--- src/rtl/cpu_pkg.sv ---
// Shared CPU constants and the writeback queue entry type.
// Used by the writeback queue and by the register-file address decode.
package cpu_pkg;

    localparam int DATA_W   = 12;
    localparam int NUM_REGS = 8;
    localparam int ADDR_W   = 3;

    typedef struct packed {
        logic [ADDR_W-1:0] addr;
        logic [DATA_W-1:0] data;
    } wbq_entry_t;

endpackage

--- src/rtl/reg_onehot_decoder.sv ---
// Register address to one-hot select decode, gated by an enable.
// Purely combinational, zero latency; no backpressure (select is all-zero when en=0).
// Out-of-range addresses (addr >= NUM_REGS) produce an all-zero select.
module reg_onehot_decoder #(
    parameter int ADDR_W   = cpu_pkg::ADDR_W,
    parameter int NUM_REGS = cpu_pkg::NUM_REGS
) (
    input  logic [ADDR_W-1:0]   addr,
    input  logic                en,
    output logic [NUM_REGS-1:0] sel
);

    always_comb begin
        sel = '0;
        for (int i = 0; i < NUM_REGS; i++) begin
            sel[i] = en && (32'(addr) == i);
        end
    end

endmodule

--- src/rtl/reg_writeback_queue.sv ---
// In-order writeback FIFO feeding the register cells; WBQ_FWD_EN adds a pending-write forward search.
// Latency: a push into an empty queue drives w_en the next cycle (no same-cycle bypass).
// Backpressure: in_ready low while full; stall holds the head entry without loss.
module reg_writeback_queue #(
    parameter int DATA_W   = cpu_pkg::DATA_W,
    parameter int NUM_REGS = cpu_pkg::NUM_REGS,
    parameter int ADDR_W   = cpu_pkg::ADDR_W,
    parameter int DEPTH    = 4
) (
    input  logic                         clk,
    input  logic                         rst,
    input  logic                         in_valid,
    output logic                         in_ready,
    input  logic [ADDR_W-1:0]            in_addr,
    input  logic [DATA_W-1:0]            in_data,
    input  logic                         stall,
    output logic [NUM_REGS-1:0]          chosen,
    output logic                         w_en,
    output logic [DATA_W-1:0]            w_data,
    output logic [$clog2(DEPTH+1)-1:0]   count,
    output logic                         empty,
`ifdef WBQ_FWD_EN
    input  logic [ADDR_W-1:0]            fwd_addr,
    output logic                         fwd_hit,
    output logic [DATA_W-1:0]            fwd_data,
`endif
    output logic                         err
);

    import cpu_pkg::*;

    localparam int PTR_W = $clog2(DEPTH);
    localparam int CNT_W = $clog2(DEPTH + 1);

    wbq_entry_t       mem [DEPTH];
    logic [PTR_W-1:0] head;
    logic [PTR_W-1:0] tail;
    logic             addr_ok;
    logic             push;
    logic             pop;
    wbq_entry_t       head_entry;

    assign addr_ok    = 32'(in_addr) < NUM_REGS;
    assign in_ready   = count != CNT_W'(DEPTH);
    assign empty      = count == '0;
    assign push       = in_valid && in_ready && addr_ok;
    // Reset suppresses the strobe so pending entries never reach the cells on the reset edge.
    assign w_en       = !empty && !stall && !rst;
    assign pop        = w_en;
    assign head_entry = mem[head];
    assign w_data     = head_entry.data;

    reg_onehot_decoder #(
        .ADDR_W   (ADDR_W),
        .NUM_REGS (NUM_REGS)
    ) u_dec (
        .addr (head_entry.addr),
        .en   (w_en),
        .sel  (chosen)
    );

    always_ff @(posedge clk) begin
        if (push) begin
            mem[tail] <= '{addr: in_addr, data: in_data};
        end
    end

    always_ff @(posedge clk) begin
        if (rst) begin
            head  <= '0;
            tail  <= '0;
            count <= '0;
            err   <= 1'b0;
        end else begin
            if (push) tail <= tail + 1'b1;
            if (pop)  head <= head + 1'b1;
            case ({push, pop})
                2'b10:   count <= count + 1'b1;
                2'b01:   count <= count - 1'b1;
                default: count <= count;
            endcase
            // Dropped requests (full or illegal register) latch the error until reset.
            if (in_valid && !(in_ready && addr_ok)) err <= 1'b1;
        end
    end

`ifdef WBQ_FWD_EN
    // Walk oldest to youngest so the last match left standing is the youngest write.
    always_comb begin
        fwd_hit  = 1'b0;
        fwd_data = '0;
        for (int k = 0; k < DEPTH; k++) begin
            if (k < int'(count) && mem[PTR_W'(head + PTR_W'(k))].addr == fwd_addr) begin
                fwd_hit  = 1'b1;
                fwd_data = mem[PTR_W'(head + PTR_W'(k))].data;
            end
        end
    end
`endif

endmodule

--- config.mk ---
export PLATFORM = sky130hd
export DESIGN_NAME = reg_writeback_queue
export DESIGN_NICKNAME = d
export VERILOG_FILES = /design/src/rtl/cpu_pkg.sv /design/src/rtl/reg_onehot_decoder.sv /design/src/rtl/reg_writeback_queue.sv
export SDC_FILE = /design/constraint.sdc
export NUM_CORES = 1
export LEC_CHECK = 0
export CAP_MARGIN = 20
export CORE_ASPECT_RATIO = 1.75
export CORE_MARGIN = 10
export CORE_UTILIZATION = 48
export DETAILED_ROUTE_END_ITERATION = 16
export GPL_TIMING_DRIVEN = 0
export HOLD_SLACK_MARGIN = 0.03
export PLACE_DENSITY = 0.79
export SETUP_SLACK_MARGIN = 0.5
export SLEW_MARGIN = 15
export SYNTH_ARGS = -nofsm -noshare
export SYNTH_HDL_FRONTEND = slang
export SYNTH_HIERARCHICAL = 1
export SYNTH_SLANG_ARGS = --single-unit
export TNS_END_PERCENT = 100
--- constraint.sdc ---
create_clock -name clk -period 2.2 [get_ports clk]
set_input_delay 0.44 -clock clk [delete_from_list [all_inputs] [get_ports clk]]
set_output_delay 0.44 -clock clk [all_outputs]
set_load 0.01 [all_outputs]
==> results of run 1 <==
==> worst register-to-register path: cells and delay by family, from the launching register on <==
family,cells,cell delay [ns]
and+or+nand+nor,3,0.64
adders and majority gates,2,0.44
DFF,1,0.40
buffers and inverters,2,0.17
xor gates and xnor gates,1,0.15
AOI/OAI and AO/OA,1,0.15
==> final cells by class <==
type / count / area [sq um]
sequential: 70 / 2020
fill: 389 / 1750
timing repair buffer: 77 / 787
multi-input combinational: 62 / 786
buffer: 16 / 199
clock buffer: 13 / 191
tap: 78 / 97.6
inverter: 8 / 30.0
clock inverter: 3 / 21.3
==> cell usage in the layout (no fill, tap or decap), types with 2 or more instances in the layout <==
cell,n
sky130_fd_sc_hd__edfxtp_1,60
sky130_fd_sc_hd__buf_6,45
sky130_fd_sc_hd__clkdlybuf4s50_1,16
sky130_fd_sc_hd__mux4_2,15
sky130_fd_sc_hd__buf_4,14
sky130_fd_sc_hd__clkbuf_8,10
sky130_fd_sc_hd__a21oi_1,6
sky130_fd_sc_hd__buf_2,6
sky130_fd_sc_hd__inv_1,5
sky130_fd_sc_hd__dfxtp_1,5
sky130_fd_sc_hd__buf_12,4
sky130_fd_sc_hd__and2_4,4
sky130_fd_sc_hd__o21ai_0,4
sky130_fd_sc_hd__or3_1,4
sky130_fd_sc_hd__ha_1,4
sky130_fd_sc_hd__clkbuf_16,3
sky130_fd_sc_hd__inv_2,3
sky130_fd_sc_hd__nor2_1,3
sky130_fd_sc_hd__nand2b_1,3
sky130_fd_sc_hd__dfxtp_4,3
sky130_fd_sc_hd__dlygate4sd2_1,3
sky130_fd_sc_hd__nor3_4,2
sky130_fd_sc_hd__xor2_1,2
sky130_fd_sc_hd__dfxtp_2,2
sky130_fd_sc_hd__inv_4,2
sky130_fd_sc_hd__buf_8,2
sky130_fd_sc_hd__and4bb_1,2
sky130_fd_sc_hd__and4b_2,2
==> state kept, by name, indices dropped and copies added, names as in the netlist, named ones only <==
name   flops
count      3
head       2
tail       2
err        1
mem       60
==> Yosys cell counts (all sizes together) <==
cell type / count / area, sq um
ha: 5 / 62.6
nand2b: 3 / 18.8
edfxtp: 60 / 1800
nor3: 2 / 15.0
or3: 4 / 25.0
clkbuf: 1 / 3.75
nor4b: 1 / 15.0
a21oi: 7 / 35.0
and4b: 3 / 32.5
and4bb: 3 / 37.5
inv: 8 / 30.0
fa: 1 / 20.0
xor2: 2 / 17.5
buf: 15 / 126
nor2: 5 / 18.8
dfxtp: 10 / 200
nor3b: 1 / 12.5
mux4: 15 / 357
o21ai: 4 / 20.0
and2: 4 / 25.0
mux2i: 1 / 10.0
and4: 1 / 10.0
==> layer usage <==
metal | track usage [%] | part of all wire, %
met1 | 11.5 | 35
met3 | 3.73 | 4.8
met2 | 22.8 | 58
met4 | 6.42 | 2.1
met5 | 0 | 0
==> logic make-up (layout without fill, tap and decap cells) <==
logic type	count (synthesis)	after routing	synth area share, %
buf+inv	24	117	5.53
fa+ha+maj	6	6	2.85
flops	70	70	69.2
mux	16	16	12.7
compound gates	11	11	1.90
xor+xnor	2	2	0.605
simple gates	27	27	7.26
==> timing repair <==
| item | in CTS | in global routing |
|---|---|---|
| endpoints found under the setup margin | 89 | 26 |
| gates resized for setup | 165 | 17 |
| cloned | 0 | 0 |
| pin swaps | 10 | 9 |
| setup buffers | 29 | 3 |
==> path summary, 6_finish.rpt <==
check | startpoint | to | slack (ns) | cells after the start
max | flip-flop | chosen[1] | -0.20 | 6
min | rst | tail[1]$_SDFFE_PP0P_ | 0.41 | 3
max reg2reg | count[1]$_SDFFE_PP0P_ | count[2]$_SDFFE_PP0P_ | 0.17 | 9
min reg2reg | err$_SDFFE_PP0P_ | err$_SDFFE_PP0P_ | 0.47 | 2
==> power groups by stage <==
stage,sequential (mW),combinational (mW),clock [mW]
after detailed placement,1.61,0.750,0
after global routing,1.60,1.18,1.11
after global placement,1.61,0.737,0
final,1.60,1.11,1.04
after floorplan,1.61,0.456,0
after CTS,1.59,1.03,1.05
==> stage by stage <==
| stage | worst slack (ns) | instances | hold slack (ns) | utilization [%] | cell area [sq um] |
|---|---|---|---|---|---|
| 2_1_floorplan | 0.0717 | 156 | 0.453 | - | 2930 |
| 3_3_place_gp | -0.500 | 279 | 0.450 | 59.1 | 3470 |
| 3_5_place_dp | -0.540 | 279 | 0.461 | 59.1 | 3470 |
| 4_1_cts | -0.195 | 324 | 0.412 | 68.8 | 4050 |
| 5_1_grt | -0.252 | 327 | 0.444 | 70.2 | 4130 |
| 6_report | -0.197 | 327 | 0.414 | 70.2 | 4130 |
==> impl_metrics.tcl, run 1 <==
set metrics [dict create \
    drt_drc_violations_left 0 \
    clock_power_share_pct 27.7 \
    final_setup_violation_count 19 \
    clock_root_buffer_master "sky130_fd_sc_hd__clkbuf_8" \
    clock_latency_on_the_worst_skew_pair_ns 0.34 \
    sequential_power_share_pct 42.7 \
    worstMarginPinSlew_ns 0.273 \
    comb_power_share_pct 29.6 \
    p_int_mw 2.81 \
    final-max-slew-violation-count 0 \
    initial_utilization_pct 49.2 \
    layout-drive-gt1-share_pct 51.0 \
    power.static_leakage_nw 1.56 \
    fin_tns_setup_ns -2.22 \
    proportion_of_total_power_due_to_net_switching_pct 24.8 \
    io_buffer_count 45 \
    drtPass1Iterations 4 \
    synth_seq_area_share_pct 69.2 \
    list_of_cells_traversed_by_the_critical_path "buf_6 -> buf_12 -> mux4_2 -> buf_6 -> and4bb_2 -> buf_6" \
    achievable-frequency_ghz 0.417 \
    critical_path.max_stage_delay_ns 0.54 \
    cpMaxStageDelayCell "sky130_fd_sc_hd__mux4_2" \
    synth_seq_cells 70 \
    cpLargestDelayFamily "multiplexers" \
    power_per_cell_area_nw_per_um2 906 \
    floorplan.die.height_um 123 \
    total_switching_power_mw 0.927 \
    violated_checks "negative setup slack" \
    globalplace.congestion 0.726 \
    timing.critical_path.required_ns 1.76 \
    critical_path_class "reg2out" \
    avgViaCountPerCell 5.02 \
    wl_per_cell_um 17.5 \
    grt_antenna_before_repair 0 \
    cts_buffers 9 \
    grt_overflow_total 0 \
    holdBufCountCts 0 \
    slew_headroom_pct 81.6 \
    number_of_warnings_printed_during_yosys_synthesis 6 \
    end_kind "output pin" \
    largest_net_degree_at_the_start_of_global_routing 16 \
    antennaDiodeCount 0 \
    final_antenna_net_count 0 \
    clock_tree.buffer_depth 2 \
    number_of_placement_rows 37 \
    clock-skew-final_ns 0.00851 \
    detailed_place_hpwl_um 3430 \
    placeableCoreArea_sq_um 5880 \
    via_count 1643 \
    final_min_period_over_clock_period_pct 109 \
    chipWidth_um 78.7 \
    syn_inst 156 \
    grt_setup_unrepaired "yes" \
    result_of_the_run "finished, violations left" \
    clk_pin_slew_worst_paths_ns 0.07 \
    floorplan.die_area_sq_um 9660 \
    finalWorstPathRequiredPeriod_ns 2.40 \
    first_global_vias 1807 \
    cp_data_arrival_time_ns 1.96 \
    max_fanout_on_critical_path 4 \
    htree_levels 3 \
    net_total_in_the_final_layout 269 \
    syn_to_final_growth_pct 42.6 \
    hold_path.class "in2reg" \
    mappedNetlistNets 181 \
    finalHoldViolCount 0 \
    path_common_cell "sky130_fd_sc_hd__buf_6" \
    clock_sink_count 70 \
    worstSetupStartpointType "flip-flop" \
    layout_setup_ws_ns -0.197 \
    cp_num_buf_inv 4 \
    i_o_pin_count 46 \
    irDropWorstVdd_uv 685 \
    timing.max_cap.violations 0 \
    postSynthAreaPerCell_sq_um 18.6 \
    first_pass_grt_wire_length_um 9000 \
    dr.first_iter.drc_count 81 \
    yosys_cell_types 29 \
    routed_wirelength_um 5730 \
    mappedNetlistArea_sq_um 2890 \
    global_router_s_overall_resource_usage_pct 12.2 \
    clock_tree_from_tritoncts "done" \
    fin_total_pwr_mw 3.74 \
]
(Power assumes the default switching activity.)
==> run 2, diff against run 1 <==
--- a/config.mk
+++ b/config.mk
@@ -5,6 +5,7 @@
 export SDC_FILE = /design/constraint.sdc
 export NUM_CORES = 1
 export LEC_CHECK = 0
+export ABC_CLOCK_PERIOD_IN_PS = 2200
 export CAP_MARGIN = 20
 export CORE_ASPECT_RATIO = 1.75
 export CORE_MARGIN = 10
==> results of run 2 <==
Final layout, timing and power as in run 1 (identical DEF).
